$ cat src/rtl/task_fifo_bank.sv
// task_fifo_bank
//   Accepts push/pop task requests for TREE_NUM logical trees and queues them
//   into LEVEL task FIFOs (tree t -> FIFO t mod LEVEL), one per RPU. Each
//   FIFO entry is {type, treeId, data}. A pop for a tree with no outstanding
//   pushes is dropped and flagged for one cycle on o_task_drop.
//
// Ports
//   i_clk, i_rst          clock, synchronous active-high reset
//   i_task_valid/o_task_ready, i_task_push, i_task_treeId, i_task_data
//                         task request handshake and contents
//   o_task_drop           one-cycle pulse after a dropped pop
//   i_pop_TaskFIFO        per-FIFO read strobe
//   o_TaskFIFO_data       per-FIFO registered read data
//   o_TaskFIFO_empty      per-FIFO empty flag

// Per-FIFO storage: circular buffer with registered read port.
//   clk, rst       clock, synchronous active-high reset
//   wr_en, wr_data write request (ignored while full)
//   rd_en          read request (ignored while empty)
//   rd_data        last entry read, held between reads
//   empty, full    occupancy flags from the registered count
module task_fifo_lane #(
    parameter int EW    = 19,
    parameter int DEPTH = 8
) (
    input  logic          clk,
    input  logic          rst,
    input  logic          wr_en,
    input  logic [EW-1:0] wr_data,
    input  logic          rd_en,
    output logic [EW-1:0] rd_data,
    output logic          empty,
    output logic          full
);
    localparam int AW = (DEPTH > 1) ? $clog2(DEPTH) : 1;
    localparam int CW = $clog2(DEPTH + 1);

    logic [EW-1:0] mem [DEPTH];
    logic [AW-1:0] wr_ptr, rd_ptr;
    logic [CW-1:0] count;
    logic          do_wr, do_rd;

    assign empty = (count == '0);
    assign full  = (count == CW'(DEPTH));
    // A full FIFO refuses a write even if a read frees a slot on the same edge.
    assign do_wr = wr_en && !full;
    assign do_rd = rd_en && !empty;

    // Storage is not reset; pointers/count alone define validity.
    always_ff @(posedge clk) begin
        if (!rst && do_wr)
            mem[wr_ptr] <= wr_data;
    end

    always_ff @(posedge clk) begin
        if (rst) begin
            wr_ptr  <= '0;
            rd_ptr  <= '0;
            count   <= '0;
            rd_data <= '0;
        end else begin
            if (do_wr)
                wr_ptr <= wr_ptr + AW'(1);
            // Read pointer never equals a same-edge write address while
            // count > 0 and not full, so the old entry is always read.
            if (do_rd) begin
                rd_data <= mem[rd_ptr];
                rd_ptr  <= rd_ptr + AW'(1);
            end
            case ({do_wr, do_rd})
                2'b10:   count <= count + CW'(1);
                2'b01:   count <= count - CW'(1);
                default: count <= count;
            endcase
        end
    end
endmodule

module task_fifo_bank #(
    parameter int PTW           = 16,
    parameter int LEVEL         = 4,
    parameter int TREE_NUM      = 4,
    parameter int DEPTH         = 8,
    parameter int CNT_W         = 8,
    parameter int TREE_NUM_BITS = (TREE_NUM > 1) ? $clog2(TREE_NUM) : 1
) (
    input  logic                                       i_clk,
    input  logic                                       i_rst,
    input  logic                                       i_task_valid,
    output logic                                       o_task_ready,
    input  logic                                       i_task_push,
    input  logic [TREE_NUM_BITS-1:0]                   i_task_treeId,
    input  logic [PTW-1:0]                             i_task_data,
    output logic                                       o_task_drop,
    input  logic [LEVEL-1:0]                           i_pop_TaskFIFO,
    output logic [LEVEL-1:0][PTW+TREE_NUM_BITS:0]      o_TaskFIFO_data,
    output logic [LEVEL-1:0]                           o_TaskFIFO_empty
);
    localparam int EW = PTW + TREE_NUM_BITS + 1;
    localparam int FW = (LEVEL > 1) ? $clog2(LEVEL) : 1;

    logic [TREE_NUM-1:0][CNT_W-1:0] tcnt;
    logic [CNT_W-1:0]               cur_tcnt;
    logic [31:0]                    tid_ext;
    logic [FW-1:0]                  fsel;
    logic [LEVEL-1:0]               lane_full;
    logic                           accept, enq, tcnt_zero;
    logic [EW-1:0]                  entry;

    assign tid_ext   = 32'(i_task_treeId);
    assign fsel      = FW'(tid_ext % 32'(LEVEL));
    assign cur_tcnt  = tcnt[i_task_treeId];
    assign tcnt_zero = (cur_tcnt == '0);

    // Ready does not depend on valid; a pop is blocked by a full FIFO even
    // when it would end up dropped.
    always_comb begin
        o_task_ready = 1'b1;
        if (i_rst)
            o_task_ready = 1'b0;
        else if (lane_full[fsel])
            o_task_ready = 1'b0;
        else if (i_task_push && (cur_tcnt == '1))
            o_task_ready = 1'b0;
    end

    assign accept = i_task_valid && o_task_ready;
    assign enq    = accept && (i_task_push || !tcnt_zero);
    assign entry  = {i_task_push, i_task_treeId, i_task_push ? i_task_data : PTW'(0)};

    always_ff @(posedge i_clk) begin
        if (i_rst) begin
            tcnt        <= '0;
            o_task_drop <= 1'b0;
        end else begin
            o_task_drop <= accept && !i_task_push && tcnt_zero;
            if (enq)
                tcnt[i_task_treeId] <= i_task_push ? cur_tcnt + CNT_W'(1)
                                                   : cur_tcnt - CNT_W'(1);
        end
    end

    for (genvar g = 0; g < LEVEL; g++) begin : g_lane
        task_fifo_lane #(.EW(EW), .DEPTH(DEPTH)) u_lane (
            .clk     (i_clk),
            .rst     (i_rst),
            .wr_en   (enq && (fsel == FW'(g))),
            .wr_data (entry),
            .rd_en   (i_pop_TaskFIFO[g]),
            .rd_data (o_TaskFIFO_data[g]),
            .empty   (o_TaskFIFO_empty[g]),
            .full    (lane_full[g])
        );
    end
endmodule
$ cat config.mk
export PLATFORM = sky130hd
export DESIGN_NAME = task_fifo_bank
export DESIGN_NICKNAME = d
export VERILOG_FILES = /design/src/rtl/task_fifo_bank.sv
export SDC_FILE = /design/constraint.sdc
export NUM_CORES = 1
export LEC_CHECK = 0
export ABC_AREA = 1
export CAP_MARGIN = 10
export CORE_MARGIN = 2
export CORE_UTILIZATION = 45
export CTS_CLUSTER_DIAMETER = 30
export CTS_CLUSTER_SIZE = 24
export DETAILED_ROUTE_END_ITERATION = 16
export SETUP_SLACK_MARGIN = 0.5
export SLEW_MARGIN = 20
export SYNTH_ARGS = -nofsm -noshare
export SYNTH_HDL_FRONTEND = slang
export SYNTH_SLANG_ARGS = --single-unit
$ cat constraint.sdc
create_clock -name i_clk -period 8.79 [get_ports i_clk]
set_input_delay 1.758 -clock i_clk [delete_from_list [all_inputs] [get_ports i_clk]]
set_output_delay 1.758 -clock i_clk [all_outputs]
set_load 0.05 [all_outputs]
; ---- After elaboration in Yosys (flattened, before gate mapping)
; Memories as Yosys holds them, arrays and structs flattened. A register that Yosys moved wholly into a read port is not among the register bits.
; Cells that the tools add are included.
[word_totals]
regBits = 73
mem_bits_rw = 608
output_inout_bits = 82
memories = 4
inputBits = 26
elab_cells = 125
[memory_table]
columns = name, depth, word_bits, read_ports, rd_ports_with_merged_regs, wr, line_no
row1 = g_lane[0].u_lane.mem, 8, 19, 1, 1, 1, 38  ; logic [EW-1:0] mem [DEPTH];
row2 = g_lane[1].u_lane.mem, 8, 19, 1, 1, 1, 38
row3 = g_lane[2].u_lane.mem, 8, 19, 1, 1, 1, 38
row4 = g_lane[3].u_lane.mem, 8, 19, 1, 1, 1, 38
[op_classes]
n_eq_ne = 16
order_cmp = 2
n_addsub = 18
reduce_logical = 44
mux = 24
[op_table]
columns = operator, n
row1 = $bwmux W32, 1
row2 = $pmux W4 S2, 4
row3 = $add A3 B1 Y3 const B, 8
row4 = $mux W8, 3
row5 = $logic_and A1 B1 Y1, 22
row6 = $add A4 B1 Y4 const B, 4
row7 = $bmux W8 S2, 1
row8 = $demux W8 S2, 1
row9 = $eq A4 B4 Y1 const B, 4
row10 = $logic_not A4 Y1, 4
row11 = $mux W16, 1
row12 = $sub A4 B1 Y4 const B, 4
row13 = $eq A2 B2 Y1 const B, 6
row14 = $mux W1, 12
row15 = $logic_not A1 Y1, 11
row16 = $eq A2 B1 Y1 const B, 5
row17 = $add A8 B1 Y8 const B, 1
row18 = $eq A8 B8 Y1 const B, 1
row19 = $logic_not A8 Y1, 1
row20 = $reduce_bool A2 Y1, 4
row21 = $sub A8 B1 Y8 const B, 1
row22 = $lt A2 B3 Y1 const B, 1
row23 = $bmux W1 S2, 1
row24 = $ge A2 B1 Y1 const B, 1
row25 = other kinds (2), 2

; ---- Longest topological paths before layout
; Gate-level depths: netlist of the first run.
[logic_depth]
depth_word = 14
mapped_depth = 24
ltp_nobuf = 21

; ---- Hierarchy
; From an unflattened synthesis of the first run, not the netlist that was laid out.
[hier_totals]
cells_unflattened = 3376
hier_area_um2 = 32712.6
[by_module_without_submodules]
columns = mod, seq_area_each_um2, cells_each, area_per_inst_um2, n_inst
row1 = task_fifo_lane at g_lane[0].u_lane ..., 5144.9, 752, 7636.1, 2
row2 = task_fifo_lane at g_lane[2].u_lane ..., 5144.9, 753, 7632.3, 2
row3 = task_fifo_bank, 660.6, 366, 2175.8, 1

; ---- Worst setup path after synthesis of the first run
; No wires, ideal clock.
[synth_timing]
path_kind = input port to flip-flop
start = input port i_task_treeId[1]
end = memory g_lane[0].u_lane.mem[7][0] (enable)
setup_slack_ps = 4085
setup_time_ps = 419
required_ps = 8371
stages = 14
path_buffers = 3
arrival_ps = 4286
cell_sequence = buf_6 nand2_1 inv_2 buf_6 nand2_1 nand2_1 nor2_2 nor2_1 nand3_2 nand3_2 nor2_4 buf_6 nand3_2 nor3_1
[synth_between]
elab_chain_cells = 14
elab_cells_between_ends = 20
cone_classes = 1 x eq/ne / 9 x mux / 10 x reduce/logical
[synth_rtl]
columns = element, line_no
row1 = "start, declared", 92  ; input logic [TREE_NUM_BITS-1:0] i_task_treeId,
row2 = $bmux W8 S2, 112  ; assign cur_tcnt = tcnt[i_task_treeId];
row3 = $mux W8 (not written as such), 112
row4 = $eq A8 B8 Y1, 123  ; else if (i_task_push && (cur_tcnt == '1))
row5 = $logic_and A1 B1 Y1, 123
row6 = $mux W1, 123
row7 = $mux W1, 121  ; else if (lane_full[fsel])
row8 = $mux W1, 119  ; if (i_rst)
row9 = $logic_and A1 B1 Y1, 127  ; assign accept = i_task_valid && o_task_ready;
row10 = $logic_and A1 B1 Y1, 128  ; assign enq = accept && (i_task_push || !tcnt_zero);
row11 = $logic_and A1 B1 Y1 *, 147  ; .wr_en (enq && (fsel == FW'(g))),
row12 = $logic_and A1 B1 Y1 *, 46  ; assign do_wr = wr_en && !full;
row13 = $logic_and A1 B1 Y1 *, 51  ; if (!rst && do_wr)
row14 = $mux W1 *, 51
row15 = $mux W1 (not written as such) *, 52  ; mem[wr_ptr] <= wr_data;
row16 = "end, declared", 38
; Mark *: on every way between the ends. The rest lies on a longest branch, timed or not. The select of a mux whose other input is x is not followed.

; ---- Worst setup path in the final report of the first run
[layout_timing]
start = input port i_task_treeId[1]
end = output port o_task_ready
[layout_between]
elab_chain_cells = 7
elab_cells_between_ends = 9
cone_classes = 1 x eq/ne / 7 x mux / 1 x reduce/logical
[layout_rtl]
columns = element, line_no
row1 = $bmux W8 S2, 112
row2 = $mux W8 (not written as such), 112
row3 = $eq A8 B8 Y1, 123
row4 = $logic_and A1 B1 Y1, 123
row5 = $mux W1, 123
row6 = $mux W1 *, 121
row7 = $mux W1 *, 119
row8 = "end, declared", 90  ; output logic o_task_ready,
; Marked as above.

==> results.py, run 1 <==
metrics = {
    "yosys": {
        "synth_area_leaders": "edfxtp_1 (61%), dfxtp_1 (9.9%), nor2_1 (4.9%), o21ai_0 (3.5%), nand2_1 (3.1%)",
        "synth_edf_count": 608,
        "synth_ff_type": "edfxtp_1",
        "seq_area_frac_synth_pct": 70.7,
        "yosys.area.top_type": "edfxtp_1",
        "synthArstFlopShare_pct": 0,
        "synth_seq_cells": 757,
        "synth_cell_types": 35,
        "synth_top_area_share_pct": 60.8,
        "yosys_warnings": 0,
        "syn_nets": 2490,
        "syn_area_sq_um": 30000,
        "synth.most_common_cell": "edfxtp_1",
        "synth_commonest_cells": "edfxtp_1 (608), nor2_1 (393), nand2_1 (249)",
        "synth_cells": 2433,
        "syn_avg_cell_area_sq_um": 12.3,
    },
    "routing": {
        "num_vias": 19600,
        "first_iter_violations": 1227,
        "drt-total-wl_um": 74400,
        "antenna_left": 0,
        "routedWlPerCell_um": 20.9,
        "vias_per_cell": 5.48,
        "drtPass1Iterations": 5,
        "drc": 0,
    },
    "run": {
        "maxCapViolations": 0,
    },
    "worst_setup_path": {
        "cpMaxStageDelayCell": "clkdlybuf4s50_1",
        "cp_common_cell": "nand2_1",
        "cp_cell_sequence": "buf_2 -> buf_4 -> inv_4 -> nor2_4 -> nand2_1 -> nand2_1 -> nor2_1 -> nor2_1 -> nand3_2 -> nand2_1 -> inv_1 -> clkdlybuf4s50_1",
        "r2r_cells": 14,
        "worstSetupPathType": "input port to primary output",
        "worstSetupStartpointType": "input port",
        "cp.required_ns": 7.03,
        "max_stage_delay_ns": 0.70,
        "endpoint_kind": "primary output",
        "crit_arrival_ns": 4.53,
        "crit_fanout": 33,
    },
    "clock_tree": {
        "insertion_delay_ns": 0.71,
        "clk_pin_slew_ns": 0.05,
        "postCtsHoldBufs": 0,
        "clockBufferDepth": 3,
        "cts.sinks": 757,
        "cts_resized": 0,
        "numCtsBuffers": 145,
        "cts_tree": "done",
        "h-tree-depth": 4,
        "cts_setup_buffers": 0,
        "root_buffer": "clkbuf_16",
    },
    "finish": {
        "regArea_sq_um": 21200,
        "area_growth_pct": 23.4,
        "layout.nets": 2639,
        "drive_gt1_share_pct": 13.5,
        "multi_input_area_sq_um": 7880,
        "fill_cells": 5256,
    },
    "power_and_ir_drop": {
        "seqPwrFrac_pct": 32.6,
        "clock_power_share_pct": 43.5,
        "p_leak_nw": 12.7,
        "net-switching-power_mw": 4.03,
        "power_mw": 12.8,
        "intPower_mw": 8.75,
        "ir_worst_vdd_uv": 209,
        "power_frac_comb_pct": 23.9,
        "p_sw_share_pct": 31.5,
        "p_per_area_nw_per_um2": 345,
    },
    "floorplan": {
        "pin_count": 108,
        "die_h_um": 262,
        "fp-row-count": 94,
        "fp.dieArea_sq_um": 68800,
        "die_x_um": 262,
        "core_area_sq_um": 66000,
        "start_util_pct": 45.5,
    },
    "timing": {
        "max_freq_ghz": 0.159,
        "slew_headroom_pct": 28.6,
        "rsz0062_at_grt": "no",
        "tightest_slew_ns": 1.07,
        "fin_tns_setup_ns": 0,
        "fin_crit_ns": 6.28,
        "hold_viol": 0,
        "finalClockSkew_ns": 0.0269,
        "fin_ws_ns": 2.51,
        "slew_viol_final": 0,
        "finalCritPeriodShare_pct": 71.5,
        "setup_violations": 0,
    },
    "placement": {
        "hpwl_um": 40300,
        "portBuffers": 107,
        "place.gp.congestion": 0.837,
        "dp_slack_ns": 2.44,
    },
    "grt": {
        "grt_max_degree": 80,
        "track_usage_pct": 21.6,
        "grt_pass1_vias": 19300,
        "grt_pass1_wl_um": 114000,
        "antenna_found_initial": 0,
        "grt_overflow": 0,
    },
    "worst_hold_path": {
        "min_path_type": "register to register",
        "whs_path_depth": 2,
    },
    "run_status": {
        "status": "completed",
    },
}
sequential cells by signal, summed over array words and instances, names as in the netlist:
| register | count |
|---|---|
| g_lane.u_lane.rd_ptr | 12 |
| g_lane.u_lane.mem | 608 |
| g_lane.u_lane.wr_ptr | 12 |
| g_lane.u_lane.rd_data | 76 |
| tcnt | 32 |
| o_task_drop | 1 |
| g_lane.u_lane.count | 16 |
power by group through the flow:
stage / combinational [mW] / sequential (mW) / clock (mW)
floorplan: 1.79 / 4.62 / 0
global placement: 3.01 / 4.22 / 0
detailed placement: 3.07 / 4.23 / 0
CTS: 3.09 / 4.16 / 5.64
global route: 3.34 / 4.18 / 5.82
finish: 3.06 / 4.16 / 5.56
cells by family after synthesis:
kind of cell	Yosys count	share of synthesized area [%]
compound gates	592	12.3
buf+inv	249	3.51
fa+ha+maj	31	1.42
flops	757	70.7
simple gates	729	9.67
xor+xnor	18	0.525
mux	57	1.90
area by class of cell:
cell class	instances	area share (%)
flip-flops and latches	757	57.3
multi-input cells	1427	21.3
clock buffers	171	10.5
repair buffers	170	4.12
clock inverters	96	3.00
well taps	864	2.92
inverters	81	0.827
diodes	1	0.00675
worst paths after layout:
| kind | to | start | slack [ns] |
|---|---|---|---|
| setup / recovery | o_task_ready | i_task_treeId[1] | 2.51 |
| hold / removal | g_lane[0].u_lane.rd_data[9] | g_lane[0].u_lane.rd_data[9] | 0.46 |
| hold reg to reg | g_lane[0].u_lane.rd_data[9] | g_lane[0].u_lane.rd_data[9] | 0.46 |
| setup reg to reg | g_lane[1].u_lane.count[3] | g_lane[1].u_lane.count[1] | 4.95 |
layout by cell type (no fill, tap or decap), types with 64 or more instances in the layout:
cell,n
inv_1,70
o211ai_1,76
buf_4,64
nor2_1,376
o221ai_1,76
o21ai_0,213
a21oi_1,145
clkbuf_16,149
dfxtp_1,142
nand2_1,249
clkdlybuf4s50_1,103
edfxtp_1,608
metrics by stage:
step | hold slack [ns] | utilization (%) | std cells | instance area [sq um]
after floorplan | 0.440 | - | 2433 | 30000
after global placement | 0.451 | 48.5 | 3299 | 32000
after detailed placement | 0.455 | 48.5 | 3299 | 32000
after CTS | 0.462 | 56.1 | 3566 | 37000
after global routing | 0.478 | 56.2 | 3566 | 37100
final | 0.460 | 56.2 | 3567 | 37100
layer usage:
layer / GRT usage [%] / up-vias / part of all wire, %
li1: - / 9288 / -
met1: 28.2 / 9669 / 43
met2: 36.4 / 511 / 51
met3: 4.12 / 90 / 5.3
met4: 6.97 / 0 / 1.6
met5: 0 / - / 0
critical path: cells and delay by family:
kind,cells,cell delay [ns]
simple gates,7,1.09
buf+inv,5,1.67
(Power assumes the default switching activity.)
==> inputs of run 2 (changes only) <==
==> constraint.sdc (replaced) <==
create_clock -name i_clk -period 5.1 [get_ports i_clk]
set_input_delay 1.02 -clock i_clk [delete_from_list [all_inputs] [get_ports i_clk]]
set_output_delay 1.02 -clock i_clk [all_outputs]
set_load 0.05 [all_outputs]
==> run 2 against run 1 <==
Net effect: die area unchanged; clock power increased by 70%; count of clock-buffer cells in the layout unchanged; hold slack about the same; routed wire length increased by 1.6%; sequential power increased by 75%; sequential cell count unchanged.
==> results.py, run 2 (synthesis gave the netlist of run 1 again) <==
metrics = {
    "run_status": {
        "status": "completed",
    },
    "floorplan": {
        "die_h_um": 262,
        "core_area_sq_um": 66000,
        "fp-row-count": 94,
        "pin_count": 108,
        "die_x_um": 262,
        "fp.dieArea_sq_um": 68800,
        "start_util_pct": 45.5,
    },
    "timing": {
        "slew_viol_final": 0,
        "rsz0062_at_grt": "no",
        "slew_headroom_pct": 26.7,
        "hold_viol": 0,
        "finalCritPeriodShare_pct": 78.7,
        "fin_crit_ns": 4.01,
        "setup_violations": 0,
        "hold_slack_ns": 0.460,
        "fin_tns_setup_ns": 0,
        "fin_ws_ns": 1.09,
        "max_freq_ghz": 0.249,
        "finalClockSkew_ns": 0.0366,
        "tightest_slew_ns": 1.10,
    },
    "clock_tree": {
        "insertion_delay_ns": 0.73,
        "clockBufferDepth": 3,
        "postCtsHoldBufs": 0,
        "cts_resized": 0,
        "h-tree-depth": 4,
        "cts_tree": "done",
        "clk_pin_slew_ns": 0.05,
        "cts_setup_buffers": 0,
        "numCtsBuffers": 146,
        "cts.sinks": 757,
        "root_buffer": "clkbuf_16",
    },
    "routing": {
        "vias_per_cell": 5.58,
        "drtPass1Iterations": 5,
        "drt-total-wl_um": 75600,
        "antenna_left": 0,
        "first_iter_violations": 1465,
        "routedWlPerCell_um": 21.1,
        "num_vias": 20000,
        "drc": 0,
    },
    "finish": {
        "reg_top3": "g_lane.u_lane.mem (608), g_lane.u_lane.rd_data (76), tcnt (32)",
        "final_cell_area_sq_um": 37000,
        "final_common_cell": "edfxtp_1",
        "largest_reg_flops": 608,
        "utilization_pct": 56.1,
        "regMostFlops": "g_lane.u_lane.mem",
        "mostFrequentLayoutCells": "edfxtp_1 (608), nor2_1 (376), nand2_1 (249)",
        "layout.nets": 2647,
        "fill_cells": 5292,
        "fin_cells": 3580,
        "drive_gt1_share_pct": 14.1,
        "area_growth_pct": 23.3,
    },
    "power_and_ir_drop": {
        "ir_worst_vdd_uv": 375,
        "p_per_area_nw_per_um2": 592,
        "p_leak_nw": 12.7,
        "power_mw": 21.9,
    },
    "grt": {
        "grt_pass1_wl_um": 115000,
        "track_usage_pct": 21.9,
        "grt_pass1_vias": 19700,
        "gr-usage-met3_pct": 4.47,
        "busiest_layer": "met2",
        "grt_util_met1_pct": 28.5,
        "antenna_found_initial": 3,
        "grt_max_degree": 79,
        "grt_overflow": 0,
        "use_met2_pct": 36.3,
    },
    "worst_setup_path": {
        "worstSetupPathType": "input port to register",
        "r2r_start": "g_lane[3].u_lane.count[1]",
        "crit_arrival_ns": 4.61,
        "max_stage_delay_ns": 0.45,
        "cp_cell_sequence": "buf_2 -> buf_4 -> nand2_1 -> nand2_2 -> inv_2 -> nand4_1 -> nor2_2 -> nor2_4 -> nand2_1 -> ha_1 -> ha_1 -> nand2_1 -> nor2_1 -> a211oi_1 -> nor2_1 -> nor2_1 -> nand2_1 -> o21ai_0 -> a21oi_1",
        "cp_common_cell": "nand2_1",
        "crit_fanout": 29,
        "cpMaxStageDelayCell": "buf_4",
        "cp.required_ns": 5.70,
        "endpoint_kind": "register",
        "critical_path.startpoint": "i_task_treeId[1]",
        "worstSetupStartpointType": "input port",
    },
    "worst_hold_path": {
        "worstHoldStart": "g_lane[2].u_lane.rd_data[11]",
        "min_path_type": "register to register",
    },
    "placement": {
        "placed_area_sq_um": 32100,
        "hpwl_um": 41100,
        "portBuffers": 107,
        "dp_slack_ns": 0.378,
        "dpl.cell_count": 3306,
        "place.gp.congestion": 0.846,
    },
    "run": {
        "maxCapViolations": 0,
    },
}
[run 2: metal layers]
metal | routed length (um) | part of all wire, % | vias up
li1 | - | - | 9284
met5 | 0 | 0 | -
met1 | 32300 | 43 | 10000
met2 | 37500 | 50 | 547
met4 | 2020 | 2.7 | 0
met3 | 3700 | 4.9 | 131
[run 2: cell type report]
class                      count  area [sq um]  area share [%]
antenna                        3          7.51          0.0203
sequential                   757         21200            57.4
inverter                      81           308           0.831
clock inverter               100          1130            3.05
multi-input combinational   1427          7860            21.2
clock buffer                 171          3820            10.3
tap                          864          1080            2.92
timing repair buffer         177          1580            4.26
[run 2: critical path: cells and delay by family]
family / cells / cell delay, ns
AND/OR/NAND/NOR: 11 / 1.59
buffers and inverters: 3 / 0.85
AO/OA/AOI/OAI: 3 / 0.45
adder cells (fa/ha/maj): 2 / 0.67
[run 2: path summary, 6_finish.rpt]
path                                                     end  slack, ns  depth (start not counted)
worst max-delay path               g_lane[1].u_lane.count[3]       1.09                         19
worst min-delay path            g_lane[2].u_lane.rd_data[11]       0.46                          2
worst max register to register     g_lane[1].u_lane.count[3]       1.64                         19
worst min register to register  g_lane[2].u_lane.rd_data[11]       0.46                          2
[run 2: where the power goes]
group / leakage (nW) / internal [mW] / switching [mW]
Clock: 2.37 / 6.18 / 3.25
Combinational: 3.58 / 1.66 / 3.52
Sequential: 6.75 / 7.00 / 0.303
